File: src/rtl/calc_pkg.sv
// Shared definitions for the calculator datapath front end.
//   state_t : operand-loader FSM encoding (S_A=0, S_B=1, S_VALID=2)
//   DIGIT_W : width of one hex digit in bits
package calc_pkg;

  localparam int DIGIT_W = 4;

  typedef enum logic [1:0] {
    S_A     = 2'd0,
    S_B     = 2'd1,
    S_VALID = 2'd2
  } state_t;

endpackage

File: src/rtl/operand_loader_nibble_shift_reg.sv
// nibble_shift_reg: accumulates hex digits into a WIDTH-bit register,
// most significant digit first, and counts how many have been taken.
// Once WIDTH/4 digits are held it reports full_o and ignores shifts.
//   clk_i, rstn_i : clock, synchronous active-low reset
//   clr_i         : synchronous clear of value and count
//   shift_en_i    : shift nib_i into the low nibble (ignored when full)
//   nib_i         : digit to shift in
//   q_o           : accumulated value (registered)
//   full_o        : digit count has reached WIDTH/4
module nibble_shift_reg
  import calc_pkg::*;
#(
  parameter int WIDTH = 8
) (
  input  logic               clk_i,
  input  logic               rstn_i,
  input  logic               clr_i,
  input  logic               shift_en_i,
  input  logic [DIGIT_W-1:0] nib_i,
  output logic [WIDTH-1:0]   q_o,
  output logic               full_o
);

  localparam int N  = WIDTH / DIGIT_W;
  localparam int CW = $clog2(N + 1);
  localparam logic [CW-1:0] N_CNT = CW'(N);

  logic [WIDTH-1:0] r_q;
  logic [CW-1:0]    r_cnt;
  logic [WIDTH-1:0] w_next;
  logic             w_full;

  // A single-digit operand has nothing to shift up, so the slice is skipped.
  generate
    if (WIDTH == DIGIT_W) begin : g_single
      assign w_next = nib_i;
    end else begin : g_multi
      assign w_next = {r_q[WIDTH-DIGIT_W-1:0], nib_i};
    end
  endgenerate

  assign w_full = (r_cnt == N_CNT);

  always_ff @(posedge clk_i) begin
    if (!rstn_i || clr_i) begin
      r_q   <= '0;
      r_cnt <= '0;
    end else if (shift_en_i && !w_full) begin
      r_q   <= w_next;
      r_cnt <= r_cnt + CW'(1);
    end
  end

  assign q_o    = r_q;
  assign full_o = w_full;

endmodule

File: src/rtl/operand_loader.sv
// operand_loader: builds operands A then B from a serial hex-digit stream
// and presents them to the adder with a valid/ack handshake.
//   clk_i, rstn_i        : clock, synchronous active-low reset
//   digit_valid_i/digit_i: one hex digit per cycle when valid
//   enter_i              : commit operand being entered (A -> B -> valid)
//   clear_i              : abort and zero everything
//   ack_i                : downstream consumed the pair (only in S_VALID)
//   a_o, b_o             : operands to the adder
//   valid_o              : a_o/b_o complete and held stable
//   cur_o                : operand being entered (b_o while valid)
//   sel_b_o              : 0 entering A, 1 entering B or valid
//   err_o                : sticky too-many-digits flag
//
// Handshake: valid_o rises once B is entered and stays high, with a_o/b_o
// frozen, until the cycle ack_i is sampled high; on the following edge the
// pair is dropped and entry of a new A starts. ack_i is ignored otherwise.
module operand_loader
  import calc_pkg::*;
#(
  parameter int WIDTH = 8
) (
  input  logic               clk_i,
  input  logic               rstn_i,
  input  logic               digit_valid_i,
  input  logic [DIGIT_W-1:0] digit_i,
  input  logic               enter_i,
  input  logic               clear_i,
  input  logic               ack_i,
  output logic [WIDTH-1:0]   a_o,
  output logic [WIDTH-1:0]   b_o,
  output logic               valid_o,
  output logic [WIDTH-1:0]   cur_o,
  output logic               sel_b_o,
  output logic               err_o
);

  state_t r_state;
  logic   r_valid;
  logic   r_sel_b;
  logic   r_err;

  logic   w_shift_a;
  logic   w_shift_b;
  logic   w_clr;
  logic   w_full_a;
  logic   w_full_b;

  // clear_i outranks everything; ack_i only drops the pair in S_VALID.
  assign w_clr     = clear_i || (ack_i && (r_state == S_VALID));
  assign w_shift_a = !clear_i && digit_valid_i && (r_state == S_A);
  assign w_shift_b = !clear_i && digit_valid_i && (r_state == S_B);

  nibble_shift_reg #(.WIDTH(WIDTH)) u_reg_a (
    .clk_i      (clk_i),
    .rstn_i     (rstn_i),
    .clr_i      (w_clr),
    .shift_en_i (w_shift_a),
    .nib_i      (digit_i),
    .q_o        (a_o),
    .full_o     (w_full_a)
  );

  nibble_shift_reg #(.WIDTH(WIDTH)) u_reg_b (
    .clk_i      (clk_i),
    .rstn_i     (rstn_i),
    .clr_i      (w_clr),
    .shift_en_i (w_shift_b),
    .nib_i      (digit_i),
    .q_o        (b_o),
    .full_o     (w_full_b)
  );

  // Digit and enter in the same cycle both land on one edge: the shift
  // register takes the digit while the state moves on.
  always_ff @(posedge clk_i) begin
    if (!rstn_i || clear_i) begin
      r_state <= S_A;
      r_valid <= 1'b0;
      r_sel_b <= 1'b0;
      r_err   <= 1'b0;
    end else begin
      case (r_state)
        S_A: begin
          if (digit_valid_i && w_full_a) r_err <= 1'b1;
          if (enter_i) begin
            r_state <= S_B;
            r_sel_b <= 1'b1;
          end
        end
        S_B: begin
          if (digit_valid_i && w_full_b) r_err <= 1'b1;
          if (enter_i) begin
            r_state <= S_VALID;
            r_valid <= 1'b1;
          end
        end
        S_VALID: begin
          if (ack_i) begin
            r_state <= S_A;
            r_valid <= 1'b0;
            r_sel_b <= 1'b0;
            r_err   <= 1'b0;
          end
        end
        default: begin
          r_state <= S_A;
          r_valid <= 1'b0;
          r_sel_b <= 1'b0;
          r_err   <= 1'b0;
        end
      endcase
    end
  end

  assign valid_o = r_valid;
  assign sel_b_o = r_sel_b;
  assign err_o   = r_err;
  // sel_b is high in both S_B and S_VALID, so B is shown in both.
  assign cur_o   = r_sel_b ? b_o : a_o;

endmodule

File: config.mk
export PLATFORM = sky130hd
export DESIGN_NAME = operand_loader
export DESIGN_NICKNAME = d
export VERILOG_FILES = /design/src/rtl/calc_pkg.sv /design/src/rtl/operand_loader_nibble_shift_reg.sv /design/src/rtl/operand_loader.sv
export SDC_FILE = /design/constraint.sdc
export NUM_CORES = 1
export LEC_CHECK = 0
export CAP_MARGIN = 5
export CORE_ASPECT_RATIO = 0.9
export CORE_MARGIN = 10
export CORE_UTILIZATION = 48
export CTS_CLUSTER_SIZE = 14
export DETAILED_ROUTE_END_ITERATION = 8
export GPL_ROUTABILITY_DRIVEN = 0
export GPL_TIMING_DRIVEN = 0
export PLACE_DENSITY = 0.79
export SLEW_MARGIN = 20
export SYNTH_ARGS = -nofsm -noshare
export SYNTH_HDL_FRONTEND = slang
export SYNTH_HIERARCHICAL = 1
export SYNTH_SLANG_ARGS = --single-unit
File: constraint.sdc
create_clock -name clk_i -period 4.1 [get_ports clk_i]
set_input_delay 0.82 -clock clk_i [delete_from_list [all_inputs] [get_ports clk_i]]
set_output_delay 0.82 -clock clk_i [all_outputs]
set_load 0.02 [all_outputs]
==> results of run 1 <==
metrics by stage:
| step | utilization [%] | hold slack, ns |
|---|---|---|
| finish | 70.7 | 0.481 |
| global route | 70.7 | 0.510 |
| CTS | 70.7 | 0.481 |
| detailed placement | 69.5 | 0.463 |
| global placement | 69.5 | 0.445 |
| floorplan | - | 0.491 |
final cells by class:
type / instances / area, µm²
buffer: 9 / 78.8
fill: 180 / 657
multi-input combinational: 91 / 569
inverter: 4 / 15.0
timing repair buffer: 36 / 360
sequential: 25 / 500
clock inverter: 1 / 5.00
clock buffer: 3 / 22.5
tap: 27 / 33.8
tightest hold or removal path, stage by stage, from the launching register on:
cell                      delay (ns)
sky130_fd_sc_hd__dfxtp_1        0.34
sky130_fd_sc_hd__nand2_1        0.05
sky130_fd_sc_hd__a21oi_1        0.05
cells in the final DEF (no fill, tap or decap):
master / Yosys / routed
sky130_fd_sc_hd__buf_4: 1 / 1
sky130_fd_sc_hd__clkbuf_2: 2 / 2
sky130_fd_sc_hd__dfxtp_1: 25 / 25
sky130_fd_sc_hd__nor3_1: 2 / 2
sky130_fd_sc_hd__a21oi_2: 2 / 2
sky130_fd_sc_hd__inv_1: 4 / 4
sky130_fd_sc_hd__nor3b_1: 1 / 1
sky130_fd_sc_hd__nor2_1: 3 / 3
sky130_fd_sc_hd__o311a_1: 1 / 1
sky130_fd_sc_hd__buf_2: 1 / 1
sky130_fd_sc_hd__ha_1: 2 / 2
sky130_fd_sc_hd__o21ai_2: 1 / 1
sky130_fd_sc_hd__a31o_2: 1 / 1
sky130_fd_sc_hd__nor4b_2: 1 / 1
sky130_fd_sc_hd__nor4b_1: 1 / 1
sky130_fd_sc_hd__nand2b_1: 5 / 5
sky130_fd_sc_hd__clkinv_2: 0 / 1
sky130_fd_sc_hd__nor2b_4: 2 / 2
sky130_fd_sc_hd__buf_6: 5 / 5
sky130_fd_sc_hd__clkbuf_4: 0 / 3
sky130_fd_sc_hd__mux2_2: 8 / 8
sky130_fd_sc_hd__xnor2_1: 3 / 3
sky130_fd_sc_hd__nand2_1: 34 / 34
sky130_fd_sc_hd__and3_1: 1 / 1
sky130_fd_sc_hd__nand3b_1: 2 / 2
sky130_fd_sc_hd__a211oi_2: 2 / 2
sky130_fd_sc_hd__clkdlybuf4s50_1: 0 / 36
sky130_fd_sc_hd__a21oi_1: 17 / 17
sky130_fd_sc_hd__nor2_2: 2 / 2
metal layers:
metal / up-vias / routed length [µm]
met4: 0 / 36
li1: 509 / -
met5: - / 0
met2: 28 / 1560
met3: 4 / 171
met1: 457 / 1170
registers in the layout (all words and copies together), names as in the netlist:
name           count
u_reg_a/q_o        8
u_reg_b/q_o        8
r_state            2
u_reg_a/r_cnt      2
u_reg_b/r_cnt      2
err_o              1
sel_b_o            1
valid_o            1
kinds of logic (layout without fill, tap and decap cells):
kind of cell | Yosys count | in the layout | synth area share [%]
simple gates | 54 | 54 | 23.4
flops | 25 | 25 | 43.0
compound gates | 24 | 24 | 13.3
buf+inv | 13 | 53 | 8.06
mux | 8 | 8 | 7.74
xor+xnor | 3 | 3 | 2.26
fa+ha+maj | 2 | 2 | 2.15
worst min-delay path by stage:
stage,start,to,slack [ns],depth (start not counted)
6_report,u_reg_b/q_o[5]$_SDFFE_PP0P_,u_reg_b/q_o[5]$_SDFFE_PP0P_,0.48,2
5_1_grt,valid_o$_SDFFE_PP0P_,valid_o$_SDFFE_PP0P_,0.51,2
4_1_cts,u_reg_b/q_o[5]$_SDFFE_PP0P_,u_reg_b/q_o[5]$_SDFFE_PP0P_,0.48,2
3_5_place_dp,u_reg_b/q_o[5]$_SDFFE_PP0P_,u_reg_b/q_o[5]$_SDFFE_PP0P_,0.46,2
3_3_place_gp,valid_o$_SDFFE_PP0P_,valid_o$_SDFFE_PP0P_,0.44,2
2_1_floorplan,u_reg_a/r_cnt[0]$_SDFFE_PP0P_,u_reg_a/r_cnt[0]$_SDFFE_PP0P_,0.49,2
power groups by stage:
stage | Clock [W] | Combinational (W) | Sequential [W]
global route | 0.000120 | 0.0000605 | 0.000249
CTS | 0.000110 | 0.0000565 | 0.000249
global placement | 0 | 0.0000553 | 0.000254
detailed placement | 0 | 0.0000562 | 0.000254
finish | 0.000103 | 0.0000563 | 0.000249
floorplan | 0 | 0.0000312 | 0.000256
==> metrics list, run 1 <==
- During synthesis, Yosys emitted a total of 6 warnings.
- In this run the count of I/O pins placed on the die edge is 37.
- Timing analysis after detailed placement gives a worst setup slack of 1.75 ns.
* Result of the run: finished clean
- In this run the number of H-tree levels came out at 1.
- Post-Syn Nets: 141
- The endpoint identified for the worst register-to-register timing path is u_reg_a/r_cnt[0]$_SDFFE_PP0P_.
- The global routing stage identified its most utilized layer as met2.
* Post-synthesis instance area: ~1200 µm²
* Critical Path AT: between 1.5 and 2 ns
- The internal power of the cells totals a little over 0.0003 W.
* Vias after detailed routing: 998
- Number of different library cells in the post-synthesis netlist: 26
- Including well taps, the total number of placed cells is between 150 and 200.
* Combinational group share of total power: 13.8%
- Setup bufs post-CTS: 0
- Max-cap violations in this run came to 0.
* Total cell area at the placement stage: between 1500 and 2000 µm²
- Maximum clock frequency: 380 MHz
- After clock tree synthesis, the clock-pin slew on the worst setup and hold paths is 0.13 ns.
* Worst R2R Start: r_state[1]$_SDFFE_PP0P_
* Maximum clock insertion buffer count: 2
- Post-synthesis cell type with the largest combined area: sky130_fd_sc_hd__dfxtp_1
- After clock tree synthesis, the repair step resized 0 gates.
* Clock sinks: 25
- Entering global routing, the biggest net connects 15 pins.
- Cell-by-cell trace of the critical path: buf_2 -> mux2_2 -> clkdlybuf4s50_1
* Commonest cells post-synth: sky130_fd_sc_hd__nand2_1 (34), sky130_fd_sc_hd__dfxtp_1 (25), sky130_fd_sc_hd__a21oi_1 (17)
- After detailed routing, the average wire length per cell comes to about 15 µm.
- Residual antenna-violating net count after detailed routing: 0
* Proportion of synthesized chip area in sequential cells: 43.0%
* Number of buffers added on ports: 36
- For the worst flop-to-flop path, the logic depth is 6.
- Total die area: about 4800 µm²
- Across every metal layer, demand over resource in global routing totals roughly an eighth.
- The critical path starts at sel_b_o$_SDFFE_PP0P_.
* Worst hold path class: reg2reg
- Non-filler cells, final: about 200
* VDD IR max: around 0.26 mV
- Kind of capture point of the worst setup path: output port
- The setup path with the least slack is of type reg2out.
* GR met1 Demand/Resource: between 10% and 20%
- Setup repair after global routing left no endpoint under its margin.
- Number of global-route vias before repair: 1000
* TritonCTS clock tree: yes
- Counting buffers and inverters, the worst setup path is 3 cells deep.
- Site Rows: 16
- Transition at the pin with the smallest max-transition slack: around 0.35 ns
- The number of hold violations in the final report is 0.
- Dividing the detail-routed via count by the number of cells gives 5.09.
- Wire length of the first global-routing pass: around 4.8 mm
* Antenna diodes: 0
- Met3 Resource Use GR: 4.00%
- After layout, the worst path uses approximately 64% of the clock period.
* Sum of negative setup slack: 0 ns
* Post-layout min period: roughly 2.6 ns
- Share of power burned in registers: between 60% and 70%
- After detailed routing, the total wire length is ~3 mm.
- The number of clock buffers added by TritonCTS is 3.
- The final number of max-transition violations is 0.
- Number of iterations in the first detailed-routing pass: 4
- Worst setup path endpoint: cur_o[3]
- Switching power as a share of total power: a little under a quarter
- Final setup skew: between 0.01 and 0.015 ns
- CP max-delay cell: sky130_fd_sc_hd__clkdlybuf4s50_1
- Signed area change from the synthesized netlist to the final layout: 36.2%
- After synthesis, the share of flip-flops with an asynchronous set or reset is 0%.
- Net Switching: between 0.00009 and 0.0001 W
- For this configuration, the core starts out at a cell density of approximately 52%.
- Die Wd: 71.9 µm
* Standard cell core area: approximately 2200 µm²
- In the synthesized netlist the dominant register cell turns out to be sky130_fd_sc_hd__dfxtp_1.
* Root Buffer Master: sky130_fd_sc_hd__clkbuf_4
* Setup ws final: 1.47 ns
* Cell count after synthesis: approximately 130
* HPWL after DPL: around 2.3 mm
- In this design, the largest share of critical-path delay is due to buffers and inverters.
- Setup Viol. Count Final: 0
- Number of remaining DRC errors: 0
* Area share of the largest cell type after synthesis: 43.0%
- Fraction of final layout cells sized beyond drive strength 1: 18.9%
- After the first detailed-routing iteration, the DRC count stood at 47.
- Along the worst path, the maximum fanout reaches 9.
- Normalized max-slew margin: between 70% and 80%
- STA classifies the critical path startpoint as a flip-flop.
- Post-route cell area: 1590 µm²
* Pleak: 0.557 nW
* Gr ovfl total: 0
- Together, buffers and inverters on the worst path number 2.
* Initial antenna violation count: 0
* Most frequent cell after synthesis: sky130_fd_sc_hd__nand2_1
- Register bit total from synthesis: 25
- On the worst path, the slowest cell contributes a delay of about 0.54 ns.
* Required time worst endpoint: about 3.3 ns
- R2r setup slk: between 2 and 3 ns
- Averaged over all synthesized cells, the footprint is 9.02 µm².
* Power consumption: between 0.0004 and 0.0005 W
- The synthesized design contains 0 enable-type register cells.
- The floorplan step set the die height to about 67 µm.
- Buffers inserted to repair hold after CTS numbered 0.
- GR met2 Demand/Resource: a little over a fifth
* Power per cell area: 257 nW/µm²
- The net count of the finished layout is approximately 180.
- At the later pin of the worst-skew pair, clock insertion delay measures approximately 0.31 ns.
* Relative contribution of the clock network to total power: around a quarter
- Ranked by total cell area, the synthesized netlist is headed by sky130_fd_sc_hd__dfxtp_1 (43%), sky130_fd_sc_hd__nand2_1 (11%), sky130_fd_sc_hd__mux2_2 (7.7%).
(Power assumes the default switching activity.)
==> run 2, diff against run 1 <==
CORE_UTILIZATION = 45   (was 48)
PLACE_DENSITY = 0.75   (was 0.79)
clock period = 2.65 ns   (was 4.1 ns; I/O delays follow)
==> metrics list, run 2 (synthesis gave the netlist of run 1 again) <==
* Overall routed net length: 2.90 mm (was 2.94 mm)
* WL/cell: 14.7 µm (was 15.0 µm)
- Signed area change from the synthesized netlist to the final layout: 36.6% (was 36.2%)
- The total via count after detailed routing is 997 (was 998).
* Pin count of the biggest net entering global routing: 16 (was 15)
- Wire length of the first global-routing pass: 4.69 mm (was 4.75 mm)
* Number of DRC markers in iteration 0: 53 (was 47)
- Maximum clock insertion buffer count: 2 (unchanged)
- HPWL after DPL: 2.27 mm (was 2.28 mm)
* Sum of negative setup slack: 0 ns (unchanged)
- Gr ovfl total: 0 (unchanged)
* Critical path startpoint category: flip-flop (unchanged)
* Die Wd: 73.6 µm (was 71.9 µm)
- Transition at the pin with the smallest max-transition slack: 0.360 ns (was 0.348 ns)
- The detailed-router iteration count before antenna repair is 4 (unchanged).
- The leakage component of the power was 0.553 nW (was 0.557 nW).
* Setup slack after placement: 0.570 ns (was 1.75 ns)
- The commonest non-fill, non-tap cell in the layout was sky130_fd_sc_hd__clkdlybuf4s50_1 (unchanged).
- The count of non-filler cells in the finished layout was 197 (was 196).
- Number of remaining DRC errors: 0 (unchanged)
- Final setup skew: 0.00244 ns (was 0.0132 ns)
- The power per unit of standard cell area came to 406 nW/µm² (was 257 nW/µm²).
* Max Slew Vio Count: 0 (unchanged)
- Number of buffers added on ports: 36 (unchanged)
- Maximum clock frequency: 427 MHz
- Die span in y: 68.2 µm (was 66.7 µm)
- Clock transition at path regs: 0.14 ns (was 0.13 ns)
- Unrepaired setup endpoints after global routing: no (unchanged).
- The endpoint class of the critical path was an output port (unchanged).
* Crit Path Max Fanout: 9 (unchanged)
- Setup bufs post-CTS: 0 (unchanged)
* Initial antenna violation count: 0 (unchanged)
- The number of endpoints failing setup at the final stage came to 0 (unchanged).
- Clock Latency Late Sink: 0.32 ns (was 0.31 ns)
* Number of global-route vias before repair: 984 (was 1000)
- The number of max-cap violations came to 0 (unchanged).
* Top-Level Pins: 37 (unchanged)
* Antenna diodes: 0 (unchanged)
- Number of instances in the placed design: 193 (was 192)
* Clock sinks: 25 (unchanged)
* Total track usage: 11.6% (was 12.1%)
* Total die area: 5020 µm² (was 4800 µm²)
* Leading cell types in the layout, fill and taps excluded: sky130_fd_sc_hd__clkdlybuf4s50_1 (36), sky130_fd_sc_hd__nand2_1 (34), sky130_fd_sc_hd__dfxtp_1 (25), sky130_fd_sc_hd__a21oi_1 (17), sky130_fd_sc_hd__mux2_2 (8) (unchanged)
* R2r setup slk: 1.10 ns (was 2.56 ns)
- VDD IR max: 0.443 mV (was 0.255 mV)
* Number of hold buffers added after cts: 0 (unchanged)
- Post-layout min period: approximately 2.3 ns
- The vias per cell was 5.06 (was 5.09).
- Number of gates resized after CTS: 0 (unchanged)
- Required time worst endpoint: 2.12 ns (was 3.28 ns)
- The worst slew margin relative to its limit is 75.6% (was 76.5%).
* Standard cell core area: 2470 µm² (was 2240 µm²)
- Level count of the clock H-tree: 1 (unchanged)
- Setup ws final: 0.305 ns (was 1.47 ns)
- Worst hold path class: reg2reg (unchanged)
- The effective utilization at floorplan was 47.2% (was 51.9%).
* Final count of hold timing violations: 0 (unchanged)
- The proportion of layout cells with a drive suffix above 1 came to 18.9% (unchanged).
- The number of placement rows is 17 (was 16).
* Critical Path AT: 1.81 ns (about the same)
- The total number of nets in the final design is 182 (unchanged).
- TritonCTS clock tree: yes (unchanged)
- The cell at the root of the clock tree is sky130_fd_sc_hd__clkbuf_4 (unchanged).
* Power consumption: 0.000646 W (was 0.000408 W)
- The number of buffers created by CTS is 3 (unchanged).
* Tcrit/Tclk final: between 80% and 90%
* Residual antenna-violating net count after detailed routing: 0 (unchanged)
- Result of the run: finished clean (unchanged)
- The class of the most critical setup path was reg2out (unchanged).
-- run 2: final cells by class --
type / count / area (µm²)
Clock inverter: 1 / 7.51
Multi-Input combinational cell: 91 / 569
Inverter: 4 / 15.0
Fill cell: 226 / 878
Tap cell: 28 / 35.0
Timing Repair Buffer: 36 / 360
Clock buffer: 3 / 22.5
Sequential cell: 25 / 500
Buffer: 9 / 78.8
-- run 2: worst max-delay path, cell delays in order, from the launching register on --
cell,delay (ns)
sky130_fd_sc_hd__dfxtp_1,0.35
sky130_fd_sc_hd__buf_2,0.23
sky130_fd_sc_hd__mux2_2,0.37
sky130_fd_sc_hd__clkdlybuf4s50_1,0.54
-- run 2: report_power, final --
| part | total, W | internal (W) | switching (W) |
|---|---|---|---|
| clock network | 0.000174 | 0.0000577 | 0.000117 |
| logic | 0.0000865 | 0.0000430 | 0.0000435 |
| registers | 0.000385 | 0.000381 | 0.00000342 |
| total | 0.000646 | 0.000482 | 0.000164 |
-- run 2: worst paths after layout --
kind	from	endpoint	cells past startpoint
worst max register to register	r_state[0]$_SDFFE_PP0P_	u_reg_b/r_cnt[0]$_SDFFE_PP0P_	7
worst min-delay path	valid_o$_SDFFE_PP0P_	valid_o$_SDFFE_PP0P_	2
worst max-delay path	sel_b_o$_SDFFE_PP0P_	cur_o[1]	3
worst min register to register	valid_o$_SDFFE_PP0P_	valid_o$_SDFFE_PP0P_	2
-- run 2: per-stage QoR --
step / utilization, % / hold slack [ns] / area, µm²
finish: 64.4 / 0.467 / 1590
global route: 64.4 / 0.493 / 1590
floorplan: - / 0.491 / 1160
global placement: 63.2 / 0.444 / 1560
CTS: 64.4 / 0.473 / 1590
detailed placement: 63.2 / 0.453 / 1560
-- run 2: metal layers --
metal	global-route usage, %	vias up	wire [µm]
li1	-	506	-
met1	12.4	461	1260
met2	21.3	26	1450
met3	3.76	4	162
met4	3.49	0	31
met5	0	-	0
==> run 3, diff against run 2 <==
PLACE_DENSITY = unset   (was 0.75)
PLACE_DENSITY_LB_ADDON = 0.05   (was unset)
==> metrics list, run 3 (synthesis gave the netlist of run 1 again) <==
- Result of the run: finished clean (unchanged).
- The vias per cell was 5.03 (was 5.06).
* Top cell family by delay on the critical path: buffers and inverters (unchanged)
- The power per unit of standard cell area was 402 nW/µm² (was 406 nW/µm²).
- The final wirelength was 2.64 mm (was 2.90 mm).
- The combinational share of power was 13.5% (was 13.4%).
* Level count of the clock H-tree: 1 (unchanged)
* Worst hold margin: 0.467 ns (about the same)
* Number of buffers added on ports: 36 (unchanged)
- Sum of negative setup slack: 0 ns (unchanged)
- The total inserted antenna cells is 0 (unchanged).
- The sequential cell fraction of total power came to 60.3% (was 59.6%).
- Signed area change from the synthesized netlist to the final layout: 36.2% (was 36.6%)
* Residual antenna-violating net count after detailed routing: 0 (unchanged)
* Relative contribution of the clock network to total power: 26.3% (was 27.0%)
* Tcrit/Tclk final: 87.2% (was 88.5%)
- The total number of nets in the final design came to 182 (unchanged).
* Setup Viol. Count Final: 0 (unchanged)
* Number of gates resized after CTS: 0 (unchanged)
- The initial antenna violation count was 0 (unchanged).
- Unrepaired setup endpoints after global routing: no (unchanged).
- Normalized max-slew margin: 76.4% (was 75.6%)
* Vias after detailed routing: 990 (was 997)
* Site Rows: 17 (unchanged)
- The clock-pin slew on the worst setup and hold paths came to 0.13 ns (was 0.14 ns).
- TritonCTS Buffers: 3 (unchanged)
* Standard cell core area: 2470 µm² (unchanged)
- Internal cell power: 0.000483 W (was 0.000482 W)
* Transition at the pin with the smallest max-transition slack: 0.349 ns (was 0.360 ns)
- Cell-by-cell trace of the critical path: buf_2 -> mux2_2 -> clkdlybuf4s50_1 (unchanged).
- Pin count of the biggest net entering global routing: 14 (was 16)
* Post-layout min period: 2.31 ns (was 2.34 ns)
- Fraction of final layout cells sized beyond drive strength 1: 18.3% (was 18.9%)
- The number of global-route vias before repair came to 982 (was 984).
- Final setup skew: 0.00624 ns (was 0.00244 ns)
- The largest fanout on the critical path was 9 (unchanged).
* Die span in y: 68.2 µm (unchanged)
* Setup bufs post-CTS: 0 (unchanged)
* HPWL after DPL: 2.08 mm (was 2.27 mm)
* Final count of hold timing violations: 0 (unchanged)
* Total track usage: 11.1% (was 11.6%)
- The average wire length per cell after detail routing is 13.4 µm (was 14.7 µm).
- Worst setup path class: reg2out (unchanged)
* Critical Path AT: 1.78 ns (was 1.81 ns)
- Initial core utilization: 47.2% (unchanged)
* Maximum clock frequency: 433 MHz (was 427 MHz)
- Switching power as a share of total power: 24.3% (was 25.3%)
- The number of I/O pins is 37 (unchanged).
- Clock Latency Late Sink: 0.31 ns (was 0.32 ns)
- The class of the tightest hold or removal check is reg2reg (unchanged).
- The CTS tree is yes (unchanged).
- The initial DRC count came to 31 (was 53).
* Net Switching: 0.000155 W (was 0.000164 W)
- The number of max-cap violations came to 0 (unchanged).
- Max Slew Vio Count: 0 (unchanged)
- Leading cell types in the layout, fill and taps excluded: sky130_fd_sc_hd__clkdlybuf4s50_1 (36), sky130_fd_sc_hd__nand2_1 (34), sky130_fd_sc_hd__dfxtp_1 (25), sky130_fd_sc_hd__a21oi_1 (17), sky130_fd_sc_hd__mux2_2 (8) (unchanged)
- The delay of the slowest critical-path stage is 0.55 ns (was 0.54 ns).
* CP Buf/Inv Count: 2 (unchanged)
* Number of iterations in the first detailed-routing pass: 4 (unchanged)
- The critical path launch point type was a flip-flop (unchanged).
- The number of clock sinks came to 25 (unchanged).
- The critical-path cell with the highest stage delay is sky130_fd_sc_hd__clkdlybuf4s50_1 (unchanged).
* Total die area: 5020 µm² (unchanged)
* Required time worst endpoint: 2.12 ns (about the same)
- Gr ovfl total: 0 (unchanged)
* VDD IR max: 0.273 mV (was 0.443 mV)
- The global-route wire length before repair was 4.55 mm (was 4.69 mm).
- The number of buffers on the longest clock path is 2 (unchanged).
- Most common cell after layout, fill and taps aside: sky130_fd_sc_hd__clkdlybuf4s50_1 (unchanged)
* Die Wd: 73.6 µm (unchanged)
- The endpoint class of the critical path was an output port (unchanged).
- Root Buffer Master: sky130_fd_sc_hd__clkbuf_4 (unchanged)
* Pleak: 0.554 nW (was 0.553 nW)
- The residual DRC count came to 0 (unchanged).
- The quantity of hold-fixing buffers added after cts is 0 (unchanged).
- The final core area utilization was 64.2% (was 64.4%).
-- run 3: changes by cell type in the layout (fill, tap and decap cells not counted) --
cell                         previous run  this run
sky130_fd_sc_hd__clkinvlp_4             1         0
sky130_fd_sc_hd__clkbuf_1               0         1
-- run 3: worst reg2reg max path, delay by kind of cell (launching register included) --
kind	cells	cell delay [ns]
buf+inv	2	0.31
flops	1	0.32
xor+xnor	1	0.15
simple gates	3	0.65
-- run 3: power groups by stage --
stage          Combinational [W]  Sequential, W  Clock [W]
2_1_floorplan          0.0000483       0.000396          0
3_3_place_gp           0.0000858       0.000393          0
3_5_place_dp           0.0000864       0.000393          0
4_1_cts                0.0000867       0.000385   0.000179
5_1_grt                0.0000942       0.000386   0.000193
6_report               0.0000858       0.000384   0.000168
-- run 3: routing by layer --
| metal | track usage, % | routed length (µm) | share of wire, % |
|---|---|---|---|
| met3 | 3.61 | 219 | 8.3 |
| met5 | 0 | 0 | 0 |
| met2 | 19.4 | 1290 | 49 |
| met4 | 2.79 | 14 | 0.53 |
| met1 | 12.8 | 1110 | 42 |
-- run 3: cell type report --
type	instances	area, µm²
multi-input cells	91	569
repair buffers	36	360
inverters	4	15.0
plain buffers	9	78.8
flip-flops and latches	25	500
fillers	228	882
clock buffers	4	26.3
well taps	28	35.0
-- run 3: path summary, 6_finish.rpt --
path / startpoint / to / slack, ns / depth (start not counted)
worst min-delay path: valid_o$_SDFFE_PP0P_ / valid_o$_SDFFE_PP0P_ / 0.47 / 2
worst max register to register: r_state[1]$_SDFFE_PP0P_ / u_reg_a/r_cnt[0]$_SDFFE_PP0P_ / 1.14 / 6
worst max-delay path: sel_b_o$_SDFFE_PP0P_ / cur_o[7] / 0.34 / 3
worst min register to register: valid_o$_SDFFE_PP0P_ / valid_o$_SDFFE_PP0P_ / 0.47 / 2
-- run 3: metrics by stage --
| stage | setup WS, ns | cells | total power, W | cell area [µm²] |
|---|---|---|---|---|
| floorplan | 1.07 | 129 | 0.000444 | 1160 |
| global placement | 0.560 | 193 | 0.000478 | 1560 |
| detailed placement | 0.589 | 193 | 0.000479 | 1560 |
| CTS | 0.304 | 197 | 0.000650 | 1590 |
| global route | 0.240 | 197 | 0.000672 | 1590 |
| finish | 0.339 | 197 | 0.000638 | 1590 |
